File: src/rtl/bcd_countdown_timer.sv
// rtl/bcd_countdown_timer.sv - three-digit BCD countdown timer with prescaler and pause/resume.
// Optional auto-reload on expiry is enabled by defining TIMER_AUTORELOAD_EN.
module bcd_countdown_timer #(
    parameter int PRESCALE = 50000000
) (
    input  logic        clk,
    input  logic        reset,
    input  logic        load,
    input  logic [11:0] load_val,
    input  logic        start,
    input  logic        pause,
    output logic [3:0]  dig0,
    output logic [3:0]  dig1,
    output logic [3:0]  dig2,
    output logic        running,
    output logic        done,
    output logic        expired
);

    localparam int PW = $clog2(PRESCALE);
    localparam logic [PW-1:0] PMAX = PW'(PRESCALE - 1);

    typedef enum logic [1:0] {
        IDLE   = 2'd0,
        RUN    = 2'd1,
        PAUSED = 2'd2,
        DONE   = 2'd3
    } state_t;

    state_t        state_q, state_d;
    logic [PW-1:0] presc_q, presc_d;
    logic [11:0]   cnt_q, cnt_d;
    logic          expired_q, expired_d;
    logic          running_q, running_d;
    logic          done_q, done_d;
`ifdef TIMER_AUTORELOAD_EN
    logic [11:0]   reload_q, reload_d;
`endif

    function automatic logic [3:0] clamp9(input logic [3:0] d);
        return (d > 4'd9) ? 4'd9 : d;
    endfunction

    function automatic logic [11:0] bcd_dec(input logic [11:0] v);
        logic [3:0] h, t, o;
        {h, t, o} = v;
        if (o != 4'd0) begin
            o = o - 4'd1;
        end else begin
            o = 4'd9;
            if (t != 4'd0) begin
                t = t - 4'd1;
            end else begin
                t = 4'd9;
                h = h - 4'd1;
            end
        end
        return {h, t, o};
    endfunction

    always_comb begin
        state_d   = state_q;
        presc_d   = presc_q;
        cnt_d     = cnt_q;
        expired_d = 1'b0;
`ifdef TIMER_AUTORELOAD_EN
        reload_d  = reload_q;
`endif
        if (load) begin
            cnt_d   = {clamp9(load_val[11:8]), clamp9(load_val[7:4]), clamp9(load_val[3:0])};
`ifdef TIMER_AUTORELOAD_EN
            reload_d = {clamp9(load_val[11:8]), clamp9(load_val[7:4]), clamp9(load_val[3:0])};
`endif
            state_d = IDLE;
            presc_d = '0;
        end else begin
            case (state_q)
                IDLE: begin
                    if (start) begin
                        presc_d = '0;
                        state_d = (cnt_q != 12'h000) ? RUN : DONE;
                    end
                end
                RUN: begin
                    if (pause) begin
                        state_d = PAUSED;
                    end else if (presc_q == PMAX) begin
                        presc_d = '0;
                        if (cnt_q == 12'h001) begin
                            expired_d = 1'b1;
`ifdef TIMER_AUTORELOAD_EN
                            if (reload_q != 12'h000) begin
                                cnt_d = reload_q;
                            end else begin
                                cnt_d   = 12'h000;
                                state_d = DONE;
                            end
`else
                            cnt_d   = 12'h000;
                            state_d = DONE;
`endif
                        end else begin
                            cnt_d = bcd_dec(cnt_q);
                        end
                    end else begin
                        presc_d = presc_q + PW'(1);
                    end
                end
                PAUSED: begin
                    if (start && !pause) begin
                        state_d = RUN;
                    end
                end
                default: ;
            endcase
        end
        running_d = (state_d == RUN);
        done_d    = (state_d == DONE);
    end

    always_ff @(posedge clk) begin
        if (reset) begin
            state_q   <= IDLE;
            presc_q   <= '0;
            cnt_q     <= 12'h000;
            expired_q <= 1'b0;
            running_q <= 1'b0;
            done_q    <= 1'b0;
`ifdef TIMER_AUTORELOAD_EN
            reload_q  <= 12'h000;
`endif
        end else begin
            state_q   <= state_d;
            presc_q   <= presc_d;
            cnt_q     <= cnt_d;
            expired_q <= expired_d;
            running_q <= running_d;
            done_q    <= done_d;
`ifdef TIMER_AUTORELOAD_EN
            reload_q  <= reload_d;
`endif
        end
    end

    assign dig0    = cnt_q[3:0];
    assign dig1    = cnt_q[7:4];
    assign dig2    = cnt_q[11:8];
    assign running = running_q;
    assign done    = done_q;
    assign expired = expired_q;

endmodule

File: config.mk
export PLATFORM = sky130hd
export DESIGN_NAME = bcd_countdown_timer
export DESIGN_NICKNAME = d
export VERILOG_FILES = /design/src/rtl/bcd_countdown_timer.sv
export SDC_FILE = /design/constraint.sdc
export NUM_CORES = 1
export LEC_CHECK = 0
export BUFFER_PORTS_ARGS = -buffer_cell sky130_fd_sc_hd__buf_4
export CORE_MARGIN = 2
export CORE_UTILIZATION = 25
export CTS_CLUSTER_SIZE = 40
export DETAILED_ROUTE_END_ITERATION = 7
export HOLD_SLACK_MARGIN = 0.15
export RECOVER_POWER = 100
export SYNTH_ARGS = -nofsm -noshare
export SYNTH_HDL_FRONTEND = slang
export SYNTH_SLANG_ARGS = --single-unit
File: constraint.sdc
create_clock -name clk -period 3.1 [get_ports clk]
set_input_delay 0.465 -clock clk [delete_from_list [all_inputs] [get_ports clk]]
set_output_delay 0.465 -clock clk [all_outputs]
set_load 0.005 [all_outputs]
Yosys cells after proc, flatten, opt, wreduce, memory -nomap -nowiden

Index checks and enable logic that the tools add are counted.

Register bits: 43
Output and inout bits: 15
Word-level logic and storage cells: 69

Add/sub/neg operators: 4
Order comparisons: 3
Equal/unequal tests: 11
Muxes and demuxes: 26
Bitwise operators: 2
Reductions and logical operators: 15

Operator list:

| cell                    | count |
|---|---|
| $mux W26                | 3 |
| $mux W12                | 5 |
| $pmux W26 S2            | 1 |
| $mux W4                 | 8 |
| $add A26 B1 Y26 const B | 1 |
| $eq A26 B26 Y1 const B  | 1 |
| $mux W2                 | 7 |
| $eq A12 B1 Y1 const B   | 1 |
| $gt A4 B4 Y1 const B    | 3 |
| $reduce_bool A12 Y1     | 1 |
| $sub A4 B1 Y4 const B   | 3 |
| $reduce_bool A4 Y1      | 2 |
| $ne A2 B2 Y1 const B    | 3 |
| $ne A3 B3 Y1 const B    | 2 |
| $pmux W2 S3             | 1 |
| $reduce_and A3 Y1       | 2 |
| $reduce_bool A2 Y1      | 3 |
| $reduce_and A5 Y1       | 1 |
| $reduce_or A5 Y1        | 1 |
| $eq A2 B1 Y1 const B    | 2 |
| $eq A2 B2 Y1 const B    | 2 |
| $reduce_and A4 Y1       | 1 |
| $logic_not A2 Y1        | 1 |
| $not A1 Y1              | 2 |
| 4 further kinds         | 4 |

Longest topological paths before layout

Gate-level depths: netlist of the first run.

Word-level depth: 8
Gate-level depth with buffers: 8
Gate-level depth less buffers: 7

Worst setup path after synthesis of the first run

Ideal clock, no wire load.

Kind: register -> register
Start point: register cnt_q[8]
End point: register cnt_q[11]
Arrival time: 1.946 ns
Required time: 3.009 ns
Path slack: 1.063 ns
Stages on the path, launching flop included: 8
Buffers on the path: 0
Period minus slack after synthesis: 2.037 ns
Cells stage by stage: dfxtp_1 inv_1 ha_1 or3b_1 a2111oi_4 nand3_1 or3_1 a311oi_1

Word-level cells in the longest chain between the ends: 8
Elaborated cells on any way between the ends: 12

Ends and longest elaborated chain:

| what                   | RTL line | RTL |
|---|---|---|
| start, declared        | 32       | `logic [11:0] cnt_q, cnt_d;` |
| start signal, assigned | 135      | `cnt_q <= cnt_d;` |
| $sub A4 B1 Y4          | 55       | `h = h - 4'd1;` |
| $mux W4                | 51       | `if (t != 4'd0) begin` |
| $mux W4                | 47       | `if (o != 4'd0) begin` |
| $mux W12               | 89       | `if (cnt_q == 12'h001) begin` |
| $mux W12               | 87       | `end else if (presc_q == PMAX) begin` |
| $mux W12               | 85       | `if (pause) begin` |
| $mux W12               | 77       | `case (state_q)` |
| $mux W12               | 69       | `if (load) begin` |

Parallel ways exist; a longest one is shown, timed or not. The select of a mux whose other input is x is not followed.
A chain may end at the register's enable or synchronous reset.

Worst setup path in the final report of the first run

Start point: register presc_q[0]
End point: register cnt_q[0]

Word-level cells in the longest chain between the ends: 3

Ends and longest elaborated chain:

| what                                | RTL line | RTL |
|---|---|---|
| start, declared                     | 31       | `logic [PW-1:0] presc_q, presc_d;` |
| start signal, assigned              | 134      | `presc_q <= presc_d;` |
| $eq A26 B26 Y1                      | 87       |  |
| $reduce_bool A2 Y1 (no source line) | n/a      |  |
| $reduce_and A3 Y1 (no source line)  | n/a      |  |

Every way passes these cells.

==> summary.txt, run 1 <==
share of cells above drive strength 1: 0.163
Critical R2R Launch: presc_q[0]
P&R area growth vs syn: 13.7%
minimum clock period: 2.61 ns
CP Class: register to register
Mapped Nets: 332
vias per cell: 5.24
Worst EP arrival: 2.80 ns
asr flop ratio synth: 0
first-pass GRT wire length: 11500 um
final wirelength: 6970 um
Port Buffers: 31
DIE HEIGHT: 107 um
syn avg cell area: 8.45 sq um
CTS tree: done
wire per inst: 14.7 um
largest area contributor in the netlist: dfxtp_1
DR vias: 2477
reg-to-reg endpoint: cnt_q[0]
HP Start: load_val[1]
Global Route Usage Sum: 0.126
crit-path cells: ha_1 -> nand4_1 -> or4_1 -> nor3_1 -> nor3_1 -> a311oi_1
Num CTS Buffers: 5
Design Power: 1.10 mW
outcome: finished clean
post-cts resize count: 0
Final setup viols: 0
Crit-path slowest cell: or4_1
final hold slack: 0.379 ns
Unique masters post-synth: 65
number of enable flip-flop cells after synthesis: 0
Iter 0 DRT Violations: 251
slew of the pin with the lowest slew margin: 0.896 ns
gr ovfl total: 0
critical path startpoint category: register
Worst EP required: 3.30 ns
post-synth design cell area: 0.00264 sq mm
HPWL after DPL: 5130 um
Clock transition at path regs: 0.08 ns
Slew Viols, Final: 0
Max Freq: 384 MHz
Hold Path End: cnt_q[1]
setup_tns: 0 ns
most frequent CP cell: nor3_1
Starting Density: 0.256
CTS hold repair buffers: 0
top-area cell type share of the netlist area: 0.327
setup bufs post-CTS: 0
die area: 0.0114 sq mm
Layout Nets: 357
final hold violations: 0
core area: 0.0103 sq mm
IO Pins: 32
1st-pass router iterations: 4
Yosys reg bits: 43
maxcap violations: 0
antenna cells: 0
CTS H-tree depth: 2
gpl congestion: 0.863
Util after Layout: 0.291
Clk Latency, worst-skew pair: 0.30 ns
register area share after synthesis: 0.327
Slew headroom: 0.403
antenna viol nets, final: 0
root buf cell: clkbuf_8
Min-Delay Path Depth: 3
DRC Markers: 0
Die Wd: 107 um
Fillers: 1105
synth warn: 0
# rows: 37
final non-filler cell total: 473
top post-synthesis cells by area: dfxtp_1, o21ai_0, xor2_1
largest net degree at the start of global routing: 22
initial antenna violation count: 0
CTS Sinks: 43
VDD IR-drop max: 0.148 mV
Post-Syn Instances: 312
clk buf depth: 2
clock skew: 0.00806 ns
HP Class: input pin to register
slowest stage delay, CP: 0.64 ns
Crit Path Max Fanout: 9
Tcrit/Tclk final: 0.841
Placed Instances: 466
LEAKAGE: 1.05 nW
R2R depth: 6
Primary FF master, synth: dfxtp_1
Crit. End Element: register
PwrDens: 368 mW/mm^2
number of global-route vias before repair: 2350
Reg2Reg Setup Slack: 0.49 ns
setup repair after global routing missed its margin: false
worst max path at each step:
stage / from / end / slack [ns] / cells past startpoint
2_1_floorplan: cnt_q[8] / cnt_q[11] / 1.06 / 7
3_3_place_gp: presc_q[0] / cnt_q[0] / 0.92 / 6
3_5_place_dp: presc_q[0] / presc_q[21] / 0.81 / 7
4_1_cts: presc_q[0] / presc_q[21] / 0.78 / 7
5_1_grt: presc_q[0] / presc_q[19] / 0.29 / 6
6_report: presc_q[0] / cnt_q[0] / 0.49 / 6
synth_stat cells (all sizes together), types with 2 or more instances:
cell type / number
and3: 8
inv: 9
or4: 3
o211ai: 2
dfxtp: 43
nand2b: 5
o221ai: 2
mux2i: 2
nand2: 22
nand4: 15
and4: 10
a21boi: 3
nor3: 12
o21a: 2
nor2: 29
a2111oi: 2
xnor2: 2
nand4b: 4
nor4b: 2
or4b: 2
o21ai: 24
clkbuf: 6
nand3b: 2
or3b: 2
buf: 9
nand3: 16
nor3b: 4
or3: 5
a311oi: 2
nor4: 7
xor2: 13
a31oi: 2
ha: 3
a21oi: 18
a211oi: 11
worst max-delay path, delay by kind of cell, from the launching register on:
kind | cells | cell delay (ns)
AO/OA/AOI/OAI | 1 | 0.31
flip-flops | 1 | 0.39
AND/OR/NAND/NOR | 4 | 1.50
adder cells (fa/ha/maj) | 1 | 0.32
kinds of logic after synthesis:
group,after synthesis,synth area share
fa+ha+maj,3,0.0142
simple gates,152,0.361
flops,43,0.327
xor+xnor,15,0.0499
compound gates,73,0.188
buf+inv,24,0.0522
mux,2,0.00760
flip-flops by register name, summed over array words and instances (netlist names):
| signal | cells |
|---|---|
| cnt_q | 12 |
| running | 1 |
| done | 1 |
| state_q | 2 |
| presc_q | 26 |
| expired | 1 |
metal layers:
layer	GRT usage	routed length (um)	vias up
met1	0.160	3190	1168
met2	0.208	3270	76
met4	0.0427	108	0
met3	0.0298	411	11
met5	0	0	-
li1	-	-	1222
report_power, final:
group | leakage [nW] | switching [mW] | internal (mW)
registers | 0.349 | 0.0212 | 0.565
logic | 0.649 | 0.0841 | 0.0666
clock network | 0.0470 | 0.190 | 0.175
cell type report:
class | count | area, sq um | area share
multi-input combinational | 245 | 1610 | 0.537
sequential | 43 | 861 | 0.287
timing repair buffer | 33 | 234 | 0.0781
tap | 136 | 170 | 0.0568
clock buffer | 6 | 82.6 | 0.0276
inverter | 9 | 33.8 | 0.0113
clock inverter | 1 | 5.00 | 0.00167
cells in the final DEF (no fill, tap or decap), types with 13 or more instances in the layout:
cell type / synthesis / layout
dfxtp_1: 43 / 43
clkbuf_4: 0 / 13
a21oi_1: 17 / 17
nand4_1: 13 / 14
nor2_1: 28 / 29
nand3_1: 16 / 16
xor2_1: 13 / 13
o21ai_0: 23 / 23
nand2_1: 21 / 21
buf_4: 0 / 16
metrics by stage:
step                setup WS (ns)  instance area (sq um)
floorplan                    1.06                   2640
global placement            0.916                   2950
detailed placement          0.811                   2950
CTS                         0.777                   3040
global route                0.290                   3000
finish                      0.494                   3000
Power figures use the tool's default switching activity.
==> run 2: changes to the inputs <==
ABC_AREA = 1   (was not set)
clock period = 2.7 ns   (was 3.1 ns; I/O delays follow)
==> run 2 against run 1 <==
Effect of this change: utilization up 0.20 points; routed wire length down 3.7%; synthesized area up 2.8%; flip-flop and latch count unchanged; first-iteration DRC count down 14%; highest routed layer unchanged; register-to-register slack about the same; count of clock-buffer cells in the layout unchanged; global-route usage down 0.44 points.
==> summary.txt, run 2 <==
synth warn: 0 (unchanged)
P&R area growth vs syn: 15.9% (was 13.7%)
gpl congestion: 0.891 (was 0.863)
final wirelength: 6720 um (was 6970 um)
post-cts resize count: 0 (unchanged)
slowest stage delay, CP: 0.61 ns (was 0.64 ns)
largest area contributor in the netlist: dfxtp_1 (unchanged)
die area: 0.0117 sq mm (was 0.0114 sq mm)
IO Pins: 32 (unchanged)
Finished Cell Area: 0.00314 sq mm (was 0.00300 sq mm)
slew of the pin with the lowest slew margin: 0.716 ns (was 0.896 ns)
initial antenna violation count: 0 (unchanged)
Net Sw Power: 0.388 mW (was 0.295 mW)
Worst EP arrival: 2.45 ns (was 2.80 ns)
Critical R2R Launch: presc_q[0] (unchanged)
gr ovfl total: 0 (unchanged)
register area share after synthesis: 0.318 (was 0.327)
DR vias: 2741 (was 2477)
CTS H-tree depth: 2 (unchanged)
final non-filler cell total: 605 (was 473)
core area: 0.0107 sq mm (was 0.0103 sq mm)
syn avg cell area: 6.27 sq um (was 8.45 sq um)
maxcap violations: 0 (unchanged)
largest net degree at the start of global routing: 19 (was 22)
antenna cells: 0 (unchanged)
first-pass GRT wire length: 11500 um (about the same)
Crit Path Max Fanout: 9 (unchanged)
number of global-route vias before repair: 2553 (was 2350)
root buf cell: clkbuf_8 (unchanged)
Reg with most FFs: presc_q (unchanged)
Min-Delay Path Depth: 2 (was 3)
clk buf depth: 2 (unchanged)
antenna viol nets, final: 0 (unchanged)
R2R depth: 10 (was 6)
Clk Latency, worst-skew pair: 0.30 ns (about the same)
Sw Ratio: 0.276 (was 0.268)
Post-synth top cells: nand2_1, nor2_1, inv_1 (was dfxtp_1, nor2_1, o21ai_0)
Unique masters post-synth: 38 (was 65)
VDD IR-drop max: 0.187 mV (was 0.148 mV)
crit-path cells: ha_1 -> nand3_1 -> inv_1 -> nand2_1 -> nor2_1 -> nand2_1 -> nand2_1 -> a21oi_1 -> o21ai_0 -> nor2_1 (was ha_1 -> nand4_1 -> or4_1 -> nor3_1 -> nor3_1 -> a311oi_1)
dpl cell area: 0.00308 sq mm (was 0.00295 sq mm)
HP Start: reset (was load_val[1])
LEAKAGE: 1.30 nW (was 1.05 nW)
share of cells above drive strength 1: 0.125 (was 0.163)
top post-synthesis cells by area: dfxtp_1, nand2_1, nor2_1 (was dfxtp_1, o21ai_0, xor2_1)
vias per cell: 4.53 (was 5.24)
most common cell after layout, fill and taps aside: nand2_1 (was dfxtp_1)
top-area cell type share of the netlist area: 0.318 (was 0.327)
asr flop ratio synth: 0 (unchanged)
Iter 0 DRT Violations: 216 (was 251)
HPWL after DPL: 5330 um (was 5130 um)
Primary FF master, synth: dfxtp_1 (unchanged)
Placed Instances: 598 (was 466)
Int Power: 1.02 mW (was 0.806 mW)
Global Route Usage Sum: 0.121 (was 0.126)
Layout Nets: 485 (was 357)
setup_tns: 0 ns (unchanged)
DIE HEIGHT: 108 um (was 107 um)
Port Buffers: 31 (unchanged)
1st-pass router iterations: 5 (was 4)
Reg2Reg Setup Slack: 0.48 ns (was 0.49 ns)
PwrDens: 448 mW/mm^2 (was 368 mW/mm^2)
setup repair after global routing missed its margin: false (unchanged)
# rows: 38 (was 37)
Num CTS Buffers: 5 (unchanged)
Clk network pwr share: 0.350 (was 0.331)
outcome: finished clean (unchanged)
most common cell in the synthesized netlist: nand2_1 (was dfxtp_1)
CTS Sinks: 43 (unchanged)
setup bufs post-CTS: 0 (unchanged)
CTS tree: done (unchanged)
Slew headroom: 0.523 (was 0.403)
Yosys reg bits: 43 (unchanged)
most frequent cells in the layout: nand2_1, nor2_1, inv_1 (was dfxtp_1, nor2_1, o21ai_0)
minimum clock period: 2.22 ns (was 2.61 ns)
Tcrit/Tclk final: 0.822 (was 0.841)
Crit-path slowest cell: a21oi_1 (was or4_1)
Clock transition at path regs: 0.08 ns (about the same)
wire per inst: 11.1 um (was 14.7 um)
most frequent CP cell: nand2_1 (was nor3_1)
Comb power frac: 0.171 (was 0.137)
Starting Density: 0.253 (was 0.256)
critical path startpoint category: register (unchanged)
Hold Path End: cnt_q[10] (was cnt_q[1])
Mapped Nets: 452 (was 332)
reg-to-reg endpoint: presc_q[22] (was cnt_q[0])
Die Wd: 108 um (was 107 um)
top flop regs: presc_q x26, cnt_q x12, state_q x2 (unchanged)
HP Class: input pin to register (unchanged)
Slew Viols, Final: 0 (unchanged)
max FFs per register: 26 (unchanged)
Post-Syn Instances: 432 (was 312)
Worst EP required: 2.93 ns (was 3.30 ns)
Final setup viols: 0 (unchanged)
CTS hold repair buffers: 0 (unchanged)
final hold violations: 0 (unchanged)
Crit. End Element: register (unchanged)
CP Class: register to register (unchanged)
part of the power in registers: 0.479 (was 0.532)
DRC Markers: 0 (unchanged)
post-synth design cell area: 0.00271 sq mm (was 0.00264 sq mm)
number of enable flip-flop cells after synthesis: 0 (unchanged)
Max Freq: 451 MHz (was 384 MHz)
clock skew: 0.00799 ns (was 0.00806 ns)
==> run 2: cell types whose count changed after synthesis, sizes merged, moves of 8 or more <==
cell,change
nor2,+49
nand2,+90
xor2,-10
nand3,+20
and3,-8
and4,-10
inv,+55
a211oi,-11
==> run 2: final cells by class <==
cell class	instances	area [sq um]
Multi-Input combinational cell	318	1520
Fill cell	1174	7560
Tap cell	140	175
Sequential cell	43	861
Timing Repair Buffer	32	233
Inverter	65	244
Clock buffer	6	72.6
Clock inverter	1	30.0
==> run 2: worst max-delay path, delay by kind of cell, from the launching register on <==
family                   cells  cell delay (ns)
AO/OA/AOI/OAI                2             0.81
flip-flops                   1             0.35
adder cells (fa/ha/maj)      1             0.24
AND/OR/NAND/NOR              6             0.69
buffers and inverters        1             0.07
==> run 2: layer usage <==
metal,vias to the layer above,GRT usage,wire length (um)
met5,-,0,0
met4,0,0.0339,89
met3,7,0.0175,324
met2,63,0.198,3120
met1,1227,0.166,3190
li1,1444,-,-
==> run 2: how the worst max path moves through the flow <==
stage               start          end  slack, ns  cells after the start
3_3_place_gp   presc_q[0]   presc_q[8]       0.78                     11
6_report       presc_q[0]  presc_q[22]       0.48                     10
3_5_place_dp   presc_q[0]   presc_q[8]       0.66                     11
2_1_floorplan  presc_q[0]   presc_q[7]       1.14                     11
4_1_cts        presc_q[0]   presc_q[8]       0.63                     11
5_1_grt        presc_q[0]   presc_q[8]       0.23                     11
==> run 2: per-stage QoR <==
stage	power (mW)	utilization	setup WS [ns]	hold slack, ns
2_1_floorplan	0.855	-	1.14	0.470
3_3_place_gp	0.935	0.287	0.776	0.481
3_5_place_dp	0.938	0.287	0.665	0.482
4_1_cts	1.44	0.297	0.635	0.343
5_1_grt	1.50	0.293	0.228	0.355
6_report	1.41	0.293	0.482	0.357
==> run 2: cells by family after synthesis <==
group / Yosys count / share of synthesized area
DFF: 43 / 0.318
AOI/OAI and AO/OA: 54 / 0.117
buffers and inverters: 71 / 0.108
xor gates and xnor gates: 3 / 0.00970
adders and majority gates: 3 / 0.0139
and+or+nand+nor: 258 / 0.434
==> run 2: power groups by stage <==
stage / Clock [mW] / Sequential, mW / Combinational [mW]
finish: 0.493 / 0.673 / 0.241
global route: 0.541 / 0.677 / 0.279
CTS: 0.516 / 0.673 / 0.251
detailed placement: 0 / 0.688 / 0.250
global placement: 0 / 0.687 / 0.247
floorplan: 0 / 0.685 / 0.169
